## src/rtl/wb_pkg.sv

```systemverilog
// wb_pkg: shared constants and types for the register-file write-back path.
//   XLEN  - write-port data width
//   NREG  - number of architectural registers (x0 included)
//   CNTW  - width of each per-register pending-write counter
//   wb_req_t - one write-back request (valid, destination, data)
//   wb_src_e - write-back requester identity, also used as the arbiter pointer
package wb_pkg;

  localparam int unsigned XLEN = 32;
  localparam int unsigned NREG = 32;
  localparam int unsigned CNTW = 2;

  typedef struct packed {
    logic            valid;
    logic [4:0]      rd;
    logic [XLEN-1:0] data;
  } wb_req_t;

  typedef enum logic {
    SRC_EXU = 1'b0,
    SRC_LSU = 1'b1
  } wb_src_e;

endpackage

```

## src/rtl/wb_scoreboard.sv

```systemverilog
// wb_scoreboard: per-register pending-write counters for the issue stall.
//   clk_i, rst_ni        - clock, synchronous active-low reset
//   inc_en_i, inc_rd_i   - an issued instruction reserves a write to inc_rd_i
//   dec_en_i, dec_rd_i   - the write port retires a write to dec_rd_i
//   rs1_i, rs2_i, rd_i   - register indices of the instruction at issue
//   rs1_busy_o           - rs1 has at least one pending write
//   rs2_busy_o           - rs2 has at least one pending write
//   rd_full_o            - rd counter is saturated; one more reservation would overflow
module wb_scoreboard
  import wb_pkg::*;
#(
  parameter int unsigned CNTW = wb_pkg::CNTW
) (
  input  logic       clk_i,
  input  logic       rst_ni,
  input  logic       inc_en_i,
  input  logic [4:0] inc_rd_i,
  input  logic       dec_en_i,
  input  logic [4:0] dec_rd_i,
  input  logic [4:0] rs1_i,
  input  logic [4:0] rs2_i,
  input  logic [4:0] rd_i,
  output logic       rs1_busy_o,
  output logic       rs2_busy_o,
  output logic       rd_full_o
);

  // Entry 0 exists only so x0 reads as zero; it is never changed.
  logic [CNTW-1:0] cnt_q [NREG];
  logic [CNTW-1:0] cnt_d [NREG];
  logic [NREG-1:0] inc_hit;
  logic [NREG-1:0] dec_hit;

  always_comb begin
    inc_hit = '0;
    dec_hit = '0;
    if (inc_en_i) inc_hit[inc_rd_i] = 1'b1;
    if (dec_en_i) dec_hit[dec_rd_i] = 1'b1;
    for (int unsigned r = 0; r < NREG; r++) begin
      cnt_d[r] = cnt_q[r];
      if (r != 0) begin
        if (inc_hit[r] && !dec_hit[r]) begin
          cnt_d[r] = cnt_q[r] + 1'b1;
        end else if (dec_hit[r] && !inc_hit[r] && (cnt_q[r] != '0)) begin
          cnt_d[r] = cnt_q[r] - 1'b1;
        end
      end
    end
  end

  always_ff @(posedge clk_i) begin
    if (!rst_ni) begin
      for (int unsigned r = 0; r < NREG; r++) begin
        cnt_q[r] <= '0;
      end
    end else begin
      cnt_q <= cnt_d;
    end
  end

  assign rs1_busy_o = (cnt_q[rs1_i] != '0);
  assign rs2_busy_o = (cnt_q[rs2_i] != '0);
  assign rd_full_o  = (cnt_q[rd_i] == '1);

  // A retiring write must have been reserved at issue.
  dec_of_zero: assert property (@(posedge clk_i) disable iff (!rst_ni)
    dec_en_i |-> (cnt_q[dec_rd_i] != '0));

endmodule

```

## src/rtl/wb_arbiter.sv

```systemverilog
// wb_arbiter: write-back controller for the 32-entry register file.
//   clk, rst                         - clock, synchronous active-low reset
//   exu_valid/ready, exu_rd/data     - execute-unit write-back request
//   lsu_valid/ready, lsu_rd/data     - load/store-unit write-back request
//   iss_valid, iss_wb, iss_rd/rs1/rs2 - instruction presented for issue
//   iss_stall                        - issue must hold (combinational)
//   RegWEn, addr_towrite, data_towrite - registered register-file write port
module wb_arbiter
  import wb_pkg::*;
#(
  parameter int unsigned XLEN = wb_pkg::XLEN,
  parameter int unsigned CNTW = wb_pkg::CNTW
) (
  input  logic            clk,
  input  logic            rst,
  input  logic            exu_valid,
  output logic            exu_ready,
  input  logic [4:0]      exu_rd,
  input  logic [XLEN-1:0] exu_data,
  input  logic            lsu_valid,
  output logic            lsu_ready,
  input  logic [4:0]      lsu_rd,
  input  logic [XLEN-1:0] lsu_data,
  input  logic            iss_valid,
  input  logic            iss_wb,
  input  logic [4:0]      iss_rd,
  input  logic [4:0]      iss_rs1,
  input  logic [4:0]      iss_rs2,
  output logic            iss_stall,
  output logic            RegWEn,
  output logic [4:0]      addr_towrite,
  output logic [XLEN-1:0] data_towrite
);

  wb_src_e         ptr_q, ptr_d;
  logic            wen_q, wen_d;
  logic [4:0]      addr_q, addr_d;
  logic [XLEN-1:0] data_q, data_d;
  logic            exu_gnt, lsu_gnt;
  logic            rs1_busy, rs2_busy, rd_full;
  logic            iss_inc;

  // Grants are gated by rst so neither requester is accepted during reset.
  always_comb begin
    exu_gnt = rst && exu_valid && (!lsu_valid || (ptr_q == SRC_EXU));
    lsu_gnt = rst && lsu_valid && (!exu_valid || (ptr_q == SRC_LSU));

    ptr_d = ptr_q;
    if (exu_valid && lsu_valid) begin
      ptr_d = exu_gnt ? SRC_LSU : SRC_EXU;
    end

    // x0 writes are accepted and latched but never enable the port.
    wen_d  = 1'b0;
    addr_d = addr_q;
    data_d = data_q;
    if (exu_gnt) begin
      wen_d  = (exu_rd != '0);
      addr_d = exu_rd;
      data_d = exu_data;
    end else if (lsu_gnt) begin
      wen_d  = (lsu_rd != '0);
      addr_d = lsu_rd;
      data_d = lsu_data;
    end
  end

  always_ff @(posedge clk) begin
    if (!rst) begin
      ptr_q  <= SRC_EXU;
      wen_q  <= 1'b0;
      addr_q <= '0;
      data_q <= '0;
    end else begin
      ptr_q  <= ptr_d;
      wen_q  <= wen_d;
      addr_q <= addr_d;
      data_q <= data_d;
    end
  end

  assign exu_ready    = exu_gnt;
  assign lsu_ready    = lsu_gnt;
  assign RegWEn       = wen_q;
  assign addr_towrite = addr_q;
  assign data_towrite = data_q;

  assign iss_stall = rst && iss_valid && (rs1_busy || rs2_busy || (iss_wb && rd_full));
  assign iss_inc   = iss_valid && !iss_stall && iss_wb && (iss_rd != '0);

  wb_scoreboard #(
    .CNTW(CNTW)
  ) u_scoreboard (
    .clk_i     (clk),
    .rst_ni    (rst),
    .inc_en_i  (iss_inc),
    .inc_rd_i  (iss_rd),
    .dec_en_i  (wen_q),
    .dec_rd_i  (addr_q),
    .rs1_i     (iss_rs1),
    .rs2_i     (iss_rs2),
    .rd_i      (iss_rd),
    .rs1_busy_o(rs1_busy),
    .rs2_busy_o(rs2_busy),
    .rd_full_o (rd_full)
  );

endmodule
```

## config.mk

```make
export PLATFORM = sky130hd
export DESIGN_NAME = wb_arbiter
export DESIGN_NICKNAME = d
export VERILOG_FILES = /design/src/rtl/wb_pkg.sv /design/src/rtl/wb_scoreboard.sv /design/src/rtl/wb_arbiter.sv
export SDC_FILE = /design/constraint.sdc
export NUM_CORES = 1
export LEC_CHECK = 0
export BUFFER_PORTS_ARGS = -buffer_cell sky130_fd_sc_hd__buf_2
export CORE_ASPECT_RATIO = 0.6
export CORE_MARGIN = 2
export CORE_UTILIZATION = 40
export CTS_CLUSTER_DIAMETER = 120
export DETAILED_ROUTE_END_ITERATION = 12
export SLEW_MARGIN = 20
export SYNTH_ARGS = -nofsm -noshare
export SYNTH_HDL_FRONTEND = slang
export SYNTH_HIERARCHICAL = 1
export SYNTH_SLANG_ARGS = --single-unit
```

## constraint.sdc

```tcl
create_clock -name clk -period 5.5 [get_ports clk]
set_input_delay 0.55 -clock clk [delete_from_list [all_inputs] [get_ports clk]]
set_output_delay 0.55 -clock clk [all_outputs]
set_load 0.01 [all_outputs]
```

Word level (Yosys, flattened, before mapping):

Index checks and enable logic that the tools add are counted.

* bitwise gates (word level): 4
* reduce and logical (&&, ||, !) cells: 243
* magnitude comparators: 7
* eq/ne operators: 1
* multiplexer cells: 84
* $add $sub $neg: 62

Operators with widths (number)
* $mux W2: 68
* $reduce_bool A2 Y1: 65
* $mux W32: 4
* $logic_and A1 B1 Y1: 106
* $logic_not A1 Y1: 65
* $add A2 B1 Y2 const B: 31
* $sub A2 B1 Y2 const B: 31
* $bmux W2 S5: 3
* $ge A6 B6 Y1 const B: 3
* $not A5 Y6: 3
* $reduce_bool A5 Y1: 3
* $lt A5 B6 Y1 const B: 2
* $demux W1 S5: 2
* $ge A5 B1 Y1 const B: 2
* $mux W5: 2
* $mux W1: 5
* $logic_or A1 B1 Y1: 4
* $eq A2 B2 Y1 const B: 1
* $not A1 Y1: 1

* input port bits: 95
* word-level logic and storage cells: 436
* output and inout bits: 41
* register bits after elaboration: 101

Longest topological paths before layout:

* word-level depth: 18
* mapped depth: 16
* mapped depth without buffers: 13

Cells and area by module:

Netlist, hierarchy kept.

Modules (own cells, without submodules)
* wb_scoreboard: cells each 591, instances 1, area each 4515.6 µm², seq. area each 1241.2 µm²
* wb_arbiter: cells each 232, instances 1, area each 1920.6 µm², seq. area each 780.7 µm²

Worst setup path before layout:

OpenSTA, ideal clock, no wires.

* path kind: input-to-reg
* start: input port iss_rs1[1]
* end: register u_scoreboard/cnt_q[6] in the netlist's numbering
* stages: 13
* arrival: 3.343 ns
* slack: 2.042 ns
* library setup time: 0.116 ns
* required time: 5.384 ns
* buffers on the path: 2
* path through: buf_2 -> buf_2 -> a21oi_1 -> mux4_2 -> mux4_2 -> a211oi_1 -> nor2_1 -> nor2_1 -> nor3b_2 -> nand2_1 -> and2_1 -> a211o_1 -> and3_1

* word-level cells in the longest chain between the ends: 17
* elaborated cells between the ends (all ways): 19
* those cells by class: mux (5); bitwise (1); reduce/logical (13)

RTL lines
* start, declared: line wb_arbiter.sv:27 `input logic [4:0] iss_rs1,`
* $not A5 Y6 (implied by the code) *: line wb_scoreboard.sv:61 `assign rs1_busy_o = (cnt_q[rs1_i] != '0);`
* $bmux W2 S5 *: line wb_scoreboard.sv:61
* $mux W2 (implied by the code) * (2 in a row): line wb_scoreboard.sv:61
* $reduce_bool A2 Y1 *: line wb_scoreboard.sv:61
* net rs1_busy: line wb_arbiter.sv:40 `logic rs1_busy, rs2_busy, rd_full;`
* $logic_or A1 B1 Y1 * (2 in a row): line wb_arbiter.sv:88 `assign iss_stall = rst && iss_valid && (rs1_busy || rs2_busy || (iss_wb && rd_full));`
* $logic_and A1 B1 Y1 *: line wb_arbiter.sv:88
* net iss_stall: line wb_arbiter.sv:29 `output logic iss_stall,`
* $logic_not A1 Y1 *: line wb_arbiter.sv:89 `assign iss_inc = iss_valid && !iss_stall && iss_wb && (iss_rd != '0);`
* $logic_and A1 B1 Y1 * (3 in a row): line wb_arbiter.sv:89
* net iss_inc: line wb_arbiter.sv:41 `logic iss_inc;`
* $mux W32 *: line wb_scoreboard.sv:37 `if (inc_en_i) inc_hit[inc_rd_i] = 1'b1;`
* $logic_not A1 Y1: line wb_scoreboard.sv:44 `end else if (dec_hit[r] && !inc_hit[r] && (cnt_q[r] != '0)) begin`
* $logic_and A1 B1 Y1 (2 in a row): line wb_scoreboard.sv:44
* $reduce_bool A2 Y1 (no line)
* end signal, assigned: line wb_scoreboard.sv:57 `cnt_q <= cnt_d;`
* end, declared: line wb_scoreboard.sv:29 `logic [CNTW-1:0] cnt_q [NREG];`

The timed path passes the listed nets; every way through them passes the cells marked *. The select of a mux whose other input is x is not followed.
A chain may end at the register's enable or synchronous reset.

Worst setup path in the final report:

* start: register u_scoreboard/cnt_q[42] in the netlist's numbering
* end: register u_scoreboard/cnt_q[6] in the netlist's numbering

* word-level cells in the longest chain between the ends: 16
* elaborated cells between the ends (all ways): 27
* those cells by class: eq/ne (1); mux (11); reduce/logical (15)

RTL lines (line)
* $bmux W2 S5 *: wb_scoreboard.sv:61
* $mux W2 (implied by the code) * (2 in a row): wb_scoreboard.sv:61
* $reduce_bool A2 Y1 *: wb_scoreboard.sv:61
* net rs1_busy: wb_arbiter.sv:40
* $logic_or A1 B1 Y1 * (2 in a row): wb_arbiter.sv:88
* $logic_and A1 B1 Y1 *: wb_arbiter.sv:88
* $logic_not A1 Y1 *: wb_arbiter.sv:89
* $logic_and A1 B1 Y1 * (3 in a row): wb_arbiter.sv:89
* net iss_inc: wb_arbiter.sv:41
* $mux W32 *: wb_scoreboard.sv:37
* $logic_not A1 Y1: wb_scoreboard.sv:44
* $logic_and A1 B1 Y1 (2 in a row): wb_scoreboard.sv:44
* $reduce_bool A2 Y1 (no line)

Marked as above.

==> out/results.tsv <==
metric	value	unit
status	completed	
cts_tree	built	
tns	0	ns
rsz0062_at_grt	false	
layout.nets	1022	
arrival	3.98	ns
fin_crit_sh	67.92	%
path_clk_slew	0.07	ns
insertedDiodeCount	0	
cts_resized	0	
htree_num_levels	3	
cp-start-kind	flip-flop	
clock_latency	0.35	ns
syn_to_final_growth	16.17	%
cts_buffer_depth	2	
worstPathMaxFanout	7	
clock-root-buffer	clkbuf_16	
cts_setup_buffers	0	
drtIter0Drc	494	
synthesis.area	6436	um^2
drtPass1Iterations	5	
ys_warn_count	6	
nFillCells	1596	
finalCoreUtilization	48.10	%
leakagePower	3.137	nW
drt_wl_total	19.80	mm
maxClockFrequency	267.7	MHz
start_util	41.40	%
ys_seq_area_share	31.42	%
synth_cell_type_count	41	
multi_input_area	3990	um^2
grt_max_degree	60	
finalClockSkew	0.009225	ns
vias	6580	
synth-seq-cells	101	
maxSlewHeadroom	45.01	%
num_rows	35	
power_density	223.6	nW/um^2
drc	0	
grt_overflow_total	0	
maxCapViolations	0	
dieArea	17150	um^2
drv_slew	0	
dp_hpwl	13.99	mm
grt_pass1_vias	5694	
grt_antenna_before_repair	0	
syn_inst	823	
track_usage	23.03	%
path_class	flip-flop to flip-flop	
cp_data_required_time	5.75	ns
tightest_slew	0.8249	ns
finalHoldViolations	0	
avgSynthCellArea	7.820	um^2
hp-class	input port to flip-flop	
final_layout_size_suffix_gt1_share	19.01	%
syn-num-nets	918	
ant_nets	0	
vdd_drop_max	134.7	uV
vias_per_cell	5.802	
crit_path_end_kind	flip-flop	
pin_count	136	
hold_buffers	0	
setup_viol_count_final	0	
drt-wirelength-per-cell	17.46	um
gp_congestion	0.9097	
io_buffers	135	
regArea	2022	um^2
power	0.001672	W
core_area	15550	um^2
fin_crit	3.736	ns
grt_pass1_wl	31.15	mm
die_w	167.8	um
cts_buffers	9	
clock_sinks	101	
dieHeight	102.3	um
==> area by class of cell <==
cell class	instances	area share (%)
Inverter	51	2.560
Clock inverter	5	0.8032
Timing Repair Buffer	141	9.639
Multi-Input combinational cell	623	53.36
Clock buffer	10	3.196
Tap cell	203	3.397
Sequential cell	101	27.04
==> per-layer routing <==
layer  vias up  global-route usage [%]  share of wire (%)
met3        15                   4.919                6.3
li1       3238                       -                  -
met4         0                   4.615               0.78
met2       222                   33.22                 40
met5         -                       0                  0
met1      3105                   35.06                 53
==> final timing paths <==
check | from | endpoint | slack [ns] | cells past startpoint
max | u_scoreboard/cnt_q[42] | u_scoreboard/cnt_q[6] | 1.76 | 12
min | exu_data[28] | data_towrite[28] | 0.47 | 3
max reg2reg | u_scoreboard/cnt_q[42] | u_scoreboard/cnt_q[6] | 1.76 | 12
min reg2reg | data_towrite[17] | data_towrite[17] | 0.48 | 2
==> state kept, by name (all words and copies together) (netlist names) <==
signal              cells
u_scoreboard/cnt_q     62
data_towrite           32
ptr_q                   1
RegWEn                  1
addr_towrite            5
==> cells by family after synthesis <==
logic type	after synthesis	synth area share, %
and+or+nand+nor	353	27.86
AOI/OAI and AO/OA	231	25.37
DFF	101	31.42
buffers and inverters	99	6.590
muxes	38	8.631
xor gates and xnor gates	1	0.1361
==> cells in the mapped netlist <==
master / n / share of area (%)
nand2_1: 115 / 6.7
dfxtp_1: 101 / 31
nor2_1: 83 / 4.8
inv_1: 51 / 3.0
a21oi_1: 46 / 3.6
o21ai_0: 42 / 3.3
o211ai_1: 38 / 4.4
o2111ai_1: 37 / 5.0
and3_1: 36 / 3.5
a211o_1: 32 / 4.4
clkbuf_1: 25 / 1.5
and2_1: 24 / 2.3
mux2i_1: 24 / 3.7
nor3b_1: 24 / 2.8
nor3_1: 23 / 1.8
a211oi_1: 17 / 2.0
buf_2: 15 / 1.2
mux4_2: 14 / 4.9
nand3_1: 13 / 1.0
o211a_1: 9 / 1.4
nor4b_1: 8 / 1.1
nand3b_1: 7 / 0.82
and3b_1: 5 / 0.68
nor3b_2: 4 / 0.78
or3b_1: 4 / 0.54
buf_4: 3 / 0.35
buf_6: 3 / 0.52
a2111oi_0: 2 / 0.27
a311oi_1: 2 / 0.27
a31oi_1: 2 / 0.19
buf_1: 2 / 0.12
o2bb2ai_1: 2 / 0.27
or4_1: 2 / 0.23
a2111o_1: 1 / 0.17
a221oi_1: 1 / 0.14
nand4_1: 1 / 0.097
nor3_2: 1 / 0.16
nor3b_4: 1 / 0.29
or2_2: 1 / 0.097
or3_1: 1 / 0.097
xnor2_1: 1 / 0.14
==> per-stage QoR <==
step / setup slack [ns] / area, um^2 / std cells / hold WS (ns)
2_1_floorplan: 2.042 / 6436 / 823 / 0.5081
3_3_place_gp: 1.603 / 7178 / 1119 / 0.4654
6_report: 1.764 / 7477 / 1134 / 0.4665
4_1_cts: 1.872 / 7477 / 1134 / 0.4542
3_5_place_dp: 1.584 / 7178 / 1119 / 0.4651
5_1_grt: 1.520 / 7477 / 1134 / 0.4633
==> worst max-delay path: stages (launching register included) <==
cell and delay, ns:
dfxtp_1 0.34, nor2_1 0.31, a21oi_1 0.12, mux4_2 0.45, mux4_2 0.45, a211oi_1 0.18
nor2_1 0.07, nor2_1 0.18, nor3b_2 0.63, nand2_1 0.22, and2_1 0.23, a211o_1 0.27
and3_1 0.17
==> placed cells by master (no fill, tap or decap), types with 32 or more instances in the layout <==
| cell type | n |
|---|---|
| buf_2 | 135 |
| nand2_1 | 115 |
| dfxtp_1 | 101 |
| nor2_1 | 83 |
| inv_1 | 51 |
| a21oi_1 | 46 |
| o21ai_0 | 42 |
| o211ai_1 | 38 |
| o2111ai_1 | 37 |
| and3_1 | 36 |
| a211o_1 | 32 |
==> where the power goes <==
part / total, W / internal [W] / switching (W)
clock network: 0.000662 / 0.000365 / 0.000297
logic: 0.000232 / 0.0000919 / 0.000141
registers: 0.000778 / 0.000756 / 0.0000214
total: 0.00167 / 0.00121 / 0.000459
(Power assumes the default switching activity.)
